File: src/rtl/fp32_product_accumulator.sv
// fp32_product_accumulator: multi-cycle FP32 summation of a product stream.
// Each accepted term goes through ALIGN, ADD and NORM, one cycle each.
// After the term tagged in_last, the total is held on the output handshake
// until the consumer takes it. Exponent 0 is read as a signed zero. Exponent
// 255 is read as Inf.
module fp32_product_accumulator #(
   parameter int unsigned GUARD_BITS = 3
) (
   input  logic        clk,
   input  logic        rst,
   input  logic [31:0] in_data,
   input  logic        in_valid,
   input  logic        in_last,
   output logic        in_ready,
   output logic [31:0] out_data,
   output logic        out_valid,
   input  logic        out_ready,
   output logic        out_ovf
);

   localparam int unsigned MW = 24 + GUARD_BITS;

   typedef enum logic [2:0] {IDLE, ALIGN, ADD, NORM, DONE} state_t;

   state_t          state, state_n;
   logic [31:0]     acc, term, inf_word;
   logic            ovf, last, a_sign, sub_op, inf_hit;
   logic [7:0]      a_exp;
   logic [MW-1:0]   a_mant, b_mant;
   logic [MW:0]     sum;

   // ALIGN datapath signals
   logic [7:0]      acc_e, t_e, big_e, small_e, sh;
   logic [22:0]     acc_f, t_f;
   logic            t_bigger, acc_inf, t_inf;
   logic [31:0]     big_w, small_w;
   logic [MW-1:0]   big_m, small_m, lost, al_b;

   // NORM datapath signals
   logic [4:0]      lz;
   logic            found, rnd;
   logic [MW-1:0]   nm;
   logic [23:0]     mant24;
   logic [24:0]     r25;
   logic [22:0]     frac;
   logic signed [9:0] e_n;
   logic [31:0]     norm_res;
   logic            norm_ovf;

   // Handshake outputs: accept only in IDLE. The result is shown only in DONE.
   always_comb begin
      in_ready  = (state == IDLE) && !rst;
      out_valid = (state == DONE);
      out_data  = (state == DONE) ? acc : '0;
      out_ovf   = (state == DONE) ? ovf : 1'b0;
   end

   // Next-state logic of the term-processing sequencer
   always_comb begin
      state_n = state;
      case (state)
         IDLE:    if (in_valid) state_n = ALIGN;
         ALIGN:   state_n = ADD;
         ADD:     state_n = NORM;
         NORM:    state_n = last ? DONE : IDLE;
         DONE:    if (out_ready) state_n = IDLE;
         default: state_n = IDLE;
      endcase
   end

   // Unpack both operands. Order them by magnitude, then align the smaller one with sticky collection.
   always_comb begin
      acc_e    = acc[30:23];
      t_e      = term[30:23];
      acc_f    = (acc_e == 8'd0) ? '0 : acc[22:0];
      t_f      = (t_e == 8'd0) ? '0 : term[22:0];
      acc_inf  = (acc_e == 8'hFF);
      t_inf    = (t_e == 8'hFF);
      t_bigger = {t_e, t_f} > {acc_e, acc_f};
      big_w    = t_bigger ? term : acc;
      small_w  = t_bigger ? acc : term;
      big_e    = big_w[30:23];
      small_e  = small_w[30:23];
      big_m    = {(big_e != 8'd0), ((big_e == 8'd0) ? 23'd0 : big_w[22:0]), {GUARD_BITS{1'b0}}};
      small_m  = {(small_e != 8'd0), ((small_e == 8'd0) ? 23'd0 : small_w[22:0]), {GUARD_BITS{1'b0}}};
      sh       = big_e - small_e;
      lost     = '0;
      if (sh >= 8'(MW)) begin
         al_b = {{(MW-1){1'b0}}, |small_m};
      end else begin
         lost = small_m & ~({MW{1'b1}} << sh);
         al_b = (small_m >> sh) | {{(MW-1){1'b0}}, |lost};
      end
   end

   // Normalize the raw sum, round to nearest even, and range-check the exponent
   always_comb begin
      lz    = '0;
      found = 1'b0;
      for (int unsigned i = 0; i < MW; i++) begin
         if (!found) begin
            if (sum[MW-1-i]) found = 1'b1;
            else             lz = lz + 5'd1;
         end
      end
      if (sum[MW]) begin
         nm  = {sum[MW:2], sum[1] | sum[0]};
         e_n = 10'(a_exp) + 10'sd1;
      end else begin
         nm  = sum[MW-1:0] << lz;
         e_n = 10'(a_exp) - 10'(lz);
      end
      mant24 = nm[MW-1:GUARD_BITS];
      rnd    = nm[GUARD_BITS-1] & ((|nm[GUARD_BITS-2:0]) | mant24[0]);
      r25    = {1'b0, mant24} + {24'd0, rnd};
      // A rounding carry leaves 1.000..0, so drop one bit and bump the exponent
      frac   = r25[24] ? r25[23:1] : r25[22:0];
      if (r25[24]) e_n = e_n + 10'sd1;
      norm_ovf = 1'b0;
      if (inf_hit) begin
         norm_res = inf_word;
         norm_ovf = 1'b1;
      end else if (sum == '0) begin
         norm_res = '0;
      end else if (e_n >= 10'sd255) begin
         norm_res = {a_sign, 8'hFF, 23'd0};
         norm_ovf = 1'b1;
      end else if (e_n <= 10'sd0) begin
         norm_res = {a_sign, 31'd0};
      end else begin
         norm_res = {a_sign, e_n[7:0], frac};
      end
   end

   // State register and per-stage pipeline registers
   always_ff @(posedge clk) begin
      if (rst) begin
         state    <= IDLE;
         acc      <= '0;
         ovf      <= 1'b0;
         term     <= '0;
         last     <= 1'b0;
         a_sign   <= 1'b0;
         a_exp    <= '0;
         a_mant   <= '0;
         b_mant   <= '0;
         sub_op   <= 1'b0;
         inf_hit  <= 1'b0;
         inf_word <= '0;
         sum      <= '0;
      end else begin
         state <= state_n;
         case (state)
            IDLE: begin
               if (in_valid) begin
                  term <= in_data;
                  last <= in_last;
               end
            end
            ALIGN: begin
               a_sign   <= big_w[31];
               a_exp    <= big_e;
               a_mant   <= big_m;
               b_mant   <= al_b;
               sub_op   <= big_w[31] ^ small_w[31];
               inf_hit  <= acc_inf | t_inf;
               // An Inf already in acc wins, so the first Inf seen keeps its sign
               inf_word <= acc_inf ? acc : {term[31], 8'hFF, 23'd0};
            end
            ADD: begin
               sum <= sub_op ? ({1'b0, a_mant} - {1'b0, b_mant})
                             : ({1'b0, a_mant} + {1'b0, b_mant});
            end
            NORM: begin
               acc <= norm_res;
               ovf <= ovf | norm_ovf;
            end
            DONE: begin
               if (out_ready) begin
                  acc <= '0;
                  ovf <= 1'b0;
               end
            end
            default: ;
         endcase
      end
   end

endmodule

File: config.mk
export PLATFORM = sky130hd
export DESIGN_NAME = fp32_product_accumulator
export DESIGN_NICKNAME = d
export VERILOG_FILES = /design/src/rtl/fp32_product_accumulator.sv
export SDC_FILE = /design/constraint.sdc
export NUM_CORES = 1
export LEC_CHECK = 0
export CAP_MARGIN = 20
export CORE_MARGIN = 10
export CORE_UTILIZATION = 25
export DETAILED_ROUTE_END_ITERATION = 8
export DONT_BUFFER_PORTS = 1
export GPL_TIMING_DRIVEN = 0
export PLACE_DENSITY = 0.4
export SETUP_SLACK_MARGIN = 0.2
export SLEW_MARGIN = 40
export SYNTH_ARGS = -nofsm -noshare
export SYNTH_HDL_FRONTEND = slang
export SYNTH_SLANG_ARGS = --single-unit
File: constraint.sdc
create_clock -name clk -period 25.8 [get_ports clk]
set_input_delay 5.16 -clock clk [delete_from_list [all_inputs] [get_ports clk]]
set_output_delay 5.16 -clock clk [all_outputs]
set_load 0.01 [all_outputs]
Yosys cells after proc, flatten, opt, wreduce, memory -nomap -nowiden
Cells that the tools add are included.
{ "totals": {"regBits": 191, "inputBits": 37, "output_inout_bits": 35} }
{ "classes": {"addsub": 33, "n_lt_le_gt_ge": 4, "eq_ne": 8, "shifts": 3, "n_mux": 134, "n_bitwise": 9, "n_reduce_logical": 17} }
{ "op_table": {"columns": ["cell", "count"], "rows": [
  ["2-to-1 mux 5 bit", 52],
  ["2-to-1 mux 32 bit", 7],
  ["adder 5 x 1 -> 5 bit, second input constant", 26],
  ["2-to-1 mux 23 bit", 5],
  ["case mux 32 bit (2 select lines)", 1],
  ["2-to-1 mux 31 bit", 2],
  ["2-to-1 mux 1 bit", 57],
  ["2-to-1 mux 27 bit", 2],
  ["logical NOT 8 bit", 4],
  ["greater-than comparator 31 bit", 1],
  ["adder 27 x 27 -> 28 bit", 1],
  ["logical NOT 28 bit", 1],
  ["2-to-1 mux 28 bit", 1],
  ["subtractor 27 x 27 -> 28 bit", 1],
  ["bitwise AND 27 bit", 1],
  ["inverter 27 bit", 1],
  ["bitwise OR 27 x 1 -> 27 bit", 1],
  ["OR reduction 27 bit", 1],
  ["left shift 27 x 5 -> 27 bit", 1],
  ["left shift 27 x 8 -> 27 bit, first input constant", 1],
  ["right shift 27 x 8 -> 27 bit", 1],
  ["adder 24 x 1 -> 25 bit", 1],
  ["OR reduction 24 bit", 1],
  ["2-to-1 mux 10 bit", 2],
  ["26 further kinds", 36]
]} }

Logic depth before layout (Yosys ltp)
{ "logic_depth": {"depth_word": 92, "mapped_depth": 103, "mapped_depth_nobuf": 100} }

Least setup slack after synthesis
Ideal clock, no wire load.
{ "synth_path": {"path_kind": "reg2reg", "startpoint": "reg sum[24]", "endpoint": "reg acc[11]", "setup_time_ps": 122, "arrival_time_ps": 18080, "t_required_ps": 25678, "path_slack_ps": 7597, "stages_incl_launch_ff": 97, "path_buffers": 4, "period_less_slack_ps": 18203, "cell_sequence": "dfxtp_1 -> clkbuf_1 -> a21oi_1 -> ha_1 -> o31a_1 -> ha_1 -> mux2_2 -> o31a_1 -> xnor2_1 -> o21ai_0 -> ha_1 -> mux2i_1 -> a211o_1 -> o21ai_1 -> nand2_1 -> a31oi_1 -> ha_1 -> mux2i_1 -> [61 not listed] -> inv_2 -> clkbuf_1 -> buf_1 -> nand2_1 -> o41ai_1 -> ha_1 -> nand3_1 -> o21ai_0 -> nand2_1 -> and4bb_2 -> nand3_4 -> or4b_1 -> o21ai_1 -> a21oi_1 -> o31a_2 -> nand4_2 -> buf_6 -> o21ai_1"} }
{ "synth_via": {"elab_chain_len": 87, "word_cells_on_any_way": 118} }
{ "synth_lines": {"columns": ["item", "line", "rtl"], "rows": [
  ["from (decl)", "30", "logic [MW:0] sum;"],
  ["from (signal assigned)", "171", "sum <= sub_op ? ({1'b0, a_mant} - {1'b0, b_mant})"],
  ["2-to-1 mux 5 bit", "102", "if (sum[MW-1-i]) found = 1'b1;"],
  ["2-to-1 mux 5 bit", "101", "if (!found) begin"],
  ["adder 5 x 1 -> 5 bit", "103", "else lz = lz + 5'd1;"],
  ["2-to-1 mux 5 bit", "102", null],
  ["2-to-1 mux 5 bit", "101", null],
  ["adder 5 x 1 -> 5 bit", "103", null],
  ["2-to-1 mux 5 bit", "102", null],
  ["2-to-1 mux 5 bit", "101", null],
  ["[71 not listed]", null, null],
  ["adder 24 x 1 -> 25 bit", "115", "r25 = {1'b0, mant24} + {24'd0, rnd};"],
  ["2-to-1 mux 10 bit", "118", "if (r25[24]) e_n = e_n + 10'sd1;"],
  ["less-or-equal comparator 10 x 1 -> 1 bit", "128", "end else if (e_n <= 10'sd0) begin"],
  ["2-to-1 mux 31 bit", "128", null],
  ["2-to-1 mux 31 bit", "125", "end else if (e_n >= 10'sd255) begin"],
  ["2-to-1 mux 32 bit *", "123", "end else if (sum == '0) begin"],
  ["2-to-1 mux 32 bit *", "120", "if (inf_hit) begin"],
  ["case mux 32 bit (2 select lines) *", "153", "case (state)"],
  ["to (signal assigned)", "175", "acc <= norm_res;"],
  ["to (decl)", "26", "logic [31:0] acc, term, inf_word;"]
]} }
Mark *: on every way between the ends. The rest lies on a longest branch, timed or not.
A chain may end at the register's enable or synchronous reset.

Worst setup path in the final report
{ "layout_path": {"startpoint": "reg sum[24]", "endpoint": "reg acc[21]"} }
Same word-level chain as after synthesis.

==> impl_metrics.env <==
export IMPL_clockBufferDepth=2
export IMPL_cp_common_cell="ha_1"
export IMPL_relSlewSlack_pct=38.55
export IMPL_die_x_um=301.4
export IMPL_drive_gt1_share_pct=5.378
export IMPL_async_flop_share_pct=0
export IMPL_ctsHoldBuffers=0
export IMPL_crit_path_end_kind="register"
export IMPL_fin_crit_ns=22.87
export IMPL_drv_slew=0
export IMPL_cap_viol_max_count=0
export IMPL_post_route_period_util_pct=88.63
export IMPL_fin_ws_ns=2.934
export IMPL_syn_avg_cell_area_um2=7.056
export IMPL_htreeDepth=4
export IMPL_tritoncts="yes"
export IMPL_die_h_um=301.4
export IMPL_floorplan_rows=103
export IMPL_syn_area_um2=19800
export IMPL_instances_no_fill=3896
export IMPL_drt_iter0_drc=1742
export IMPL_synthFlopType="dfxtp_1"
export IMPL_grt_max_degree=17
export IMPL_cts_sinks=191
export IMPL_timing_rr_end="acc[21]"
export IMPL_critical_path_class="register to register"
export IMPL_crit_path_start_kind="register"
export IMPL_overflow=0
export IMPL_r2r_slack_ns=2.93
export IMPL_min_from="inf_word[18]"
export IMPL_clk_insertion_delay_late_ns=0.46
export IMPL_rr_startpoint="sum[24]"
export IMPL_hp_class="register to register"
export IMPL_first_pass_iters=5
export IMPL_drt_total_wl_mm=86.13
export IMPL_slowest_delay_ns=0.69
export IMPL_cpMaxStageDelayCell="clkbuf_1"
export IMPL_path_delay_family="compound AO/OA/AOI/OAI gates"
export IMPL_synth_distinct_cells=109
export IMPL_cts_setup_buffers=0
export IMPL_clock_fmax_mhz=43.73
export IMPL_rsz0062_at_grt="no"
export IMPL_hpwl_mm=69.71
export IMPL_cts_resized=0
export IMPL_fin_util_pct=27.71
export IMPL_cts_buffers=17
export IMPL_wl_per_cell_um=22.11
export IMPL_gp_congestion=0.9333
export IMPL_worst_ep_required_time_ns=26.14
export IMPL_dp_cells=3864
export IMPL_syn_inst=2806
export IMPL_path_clk_slew_ns=0.07
export IMPL_final_setup_viol_count=0
export IMPL_io_pins=72
export IMPL_ys_seq_area_share_pct=19.31
export IMPL_initial_core_util_pct=25.15
export IMPL_detail_route_drc_violations=0
export IMPL_cp_arrival_ns=23.21
export IMPL_reg2reg_depth=96
export IMPL_min_to="inf_word[18]"
export IMPL_synth_edf_count=0
export IMPL_grt_pass1_vias=20280
export IMPL_skew_ns=0.01426
export IMPL_dp_slack_ns=3.325
export IMPL_num_vias=21000
export IMPL_nets=2984
export IMPL_fp_dieArea_um2=90860
export IMPL_port_buffers=0
export IMPL_final_antenna_net_count=0
export IMPL_status="finished clean"
export IMPL_worst_pin_slew_ns=0.9218
export IMPL_tns_ns=0
export IMPL_grt_antenna_before_repair=1
export IMPL_holdPathStages=2
export IMPL_clock_tree_root_cell="clkbuf_16"
export IMPL_crit_fanout=10
export IMPL_crit_buf_inv=5
export IMPL_finalHoldViolations=0
export IMPL_via_per_inst=5.391
export IMPL_track_usage_pct=18.44
export IMPL_ys_seq_elements=191
export IMPL_yosysWarnings=0
export IMPL_coreArea_um2=78740
export IMPL_grt_pass1_wl_mm=130.3
export IMPL_area_growth_pct=10.20
-- metal layers --
metal	vias to the layer above	share of wire [%]	track usage, %
met1	10120	46	24.72
li1	10130	-	-
met5	-	0	0
met4	0	2.6	5.474
met2	651	47	30.82
met3	99	4.5	1.814
-- cell usage in the layout (no fill, tap or decap), drive strengths merged, types with 18 or more instances in the layout --
| cell type | n |
|---|---|
| inv | 112 |
| clkbuf | 161 |
| xnor2 | 85 |
| nor2 | 283 |
| dfxtp | 191 |
| nor2b | 31 |
| a311oi | 18 |
| or3 | 23 |
| nand2b | 26 |
| o21ai | 134 |
| nand3 | 92 |
| nand2 | 393 |
| a31oi | 27 |
| o31ai | 19 |
| a21oi | 290 |
| nor4 | 28 |
| a22oi | 45 |
| a211oi | 44 |
| mux2i | 141 |
| nor3 | 76 |
| and3 | 19 |
| xor2 | 34 |
| a21o | 18 |
| and2 | 74 |
| buf | 48 |
| mux2 | 18 |
| o21bai | 25 |
| ha | 112 |
| nand4 | 37 |
-- final cells by class --
| class | count | area, µm² |
|---|---|---|
| antenna | 1 | 2.502 |
| buffer | 182 | 726.9 |
| clock buffer | 22 | 484.2 |
| clock inverter | 9 | 76.32 |
| fill | 8634 | 56920 |
| inverter | 110 | 412.9 |
| multi-input combinational | 2325 | 14940 |
| sequential | 191 | 3824 |
| tap | 1050 | 1314 |
| timing repair buffer | 6 | 35.03 |
-- synth_stat cells (8+ instances only) --
library cell	count	area [µm²]
a211oi_1	44	330.3
a21o_1	18	135.1
a21oi_1	289	1446
a221o_1	10	100.1
a221oi_1	12	105.1
a22o_1	9	78.83
a22oi_1	44	330.3
a311oi_1	18	157.7
a31oi_1	27	168.9
and2_1	74	462.9
and3_1	19	118.9
buf_1	17	63.81
buf_2	23	115.1
clkbuf_1	139	521.8
dfxtp_1	191	3824
ha_1	112	1401
inv_1	104	390.4
mux2_2	18	202.7
mux2i_1	140	1401
nand2_1	393	1475
nand2b_1	26	162.7
nand3_1	89	445.4
nand3b_1	9	67.56
nand4_1	35	219.0
nor2_1	281	1055
nor2b_1	31	193.9
nor3_1	71	355.3
nor3b_1	16	120.1
nor4_1	26	162.7
nor4b_1	8	70.07
o211ai_1	14	105.1
o21a_1	14	105.1
o21ai_0	107	535.5
o21ai_1	27	135.1
o21bai_1	25	187.7
o22ai_1	10	62.56
o31ai_1	18	135.1
or2_2	9	56.30
or3_1	23	143.9
or4_1	8	60.06
xnor2_1	79	691.9
xor2_1	32	280.3
-- cells by family after synthesis --
group | synth area share (%)
buf+inv | 5.757
fa+ha+maj | 7.482
simple gates | 28.01
other cells | 0.01894
xor+xnor | 6.148
flops | 19.31
compound gates | 24.76
mux | 8.512
-- tightest hold or removal path: stages, from the launching register on --
cell and delay [ns]:
dfxtp_1 0.31, nand2_1 0.05, a21oi_1 0.05
-- worst max path at each step --
stage	slack (ns)	cells after the start	endpoint	start
6_report	2.93	96	acc[21]	sum[24]
5_1_grt	1.45	96	acc[21]	sum[24]
4_1_cts	3.21	96	acc[21]	sum[24]
3_5_place_dp	3.32	96	acc[21]	sum[24]
3_3_place_gp	2.61	92	acc[2]	sum[24]
2_1_floorplan	7.60	96	acc[11]	sum[24]
-- metrics by stage --
step	hold WS, ns	instance area [µm²]
after global routing	0.4747	21820
after floorplan	0.4323	19810
final	0.4534	21820
after detailed placement	0.4437	21260
after global placement	0.4399	21120
after CTS	0.4542	21820
-- registers in the layout, indices dropped and copies added (netlist names) --
signal	flops
ovf	1
a_sign	1
state	3
b_mant	27
a_mant	24
sub_op	1
last	1
a_exp	8
inf_hit	1
term	32
sum	28
acc	32
inf_word	32
Power is not shown: default switching activity piles up to over one toggle a cycle in this logic, so the estimate is an artifact.
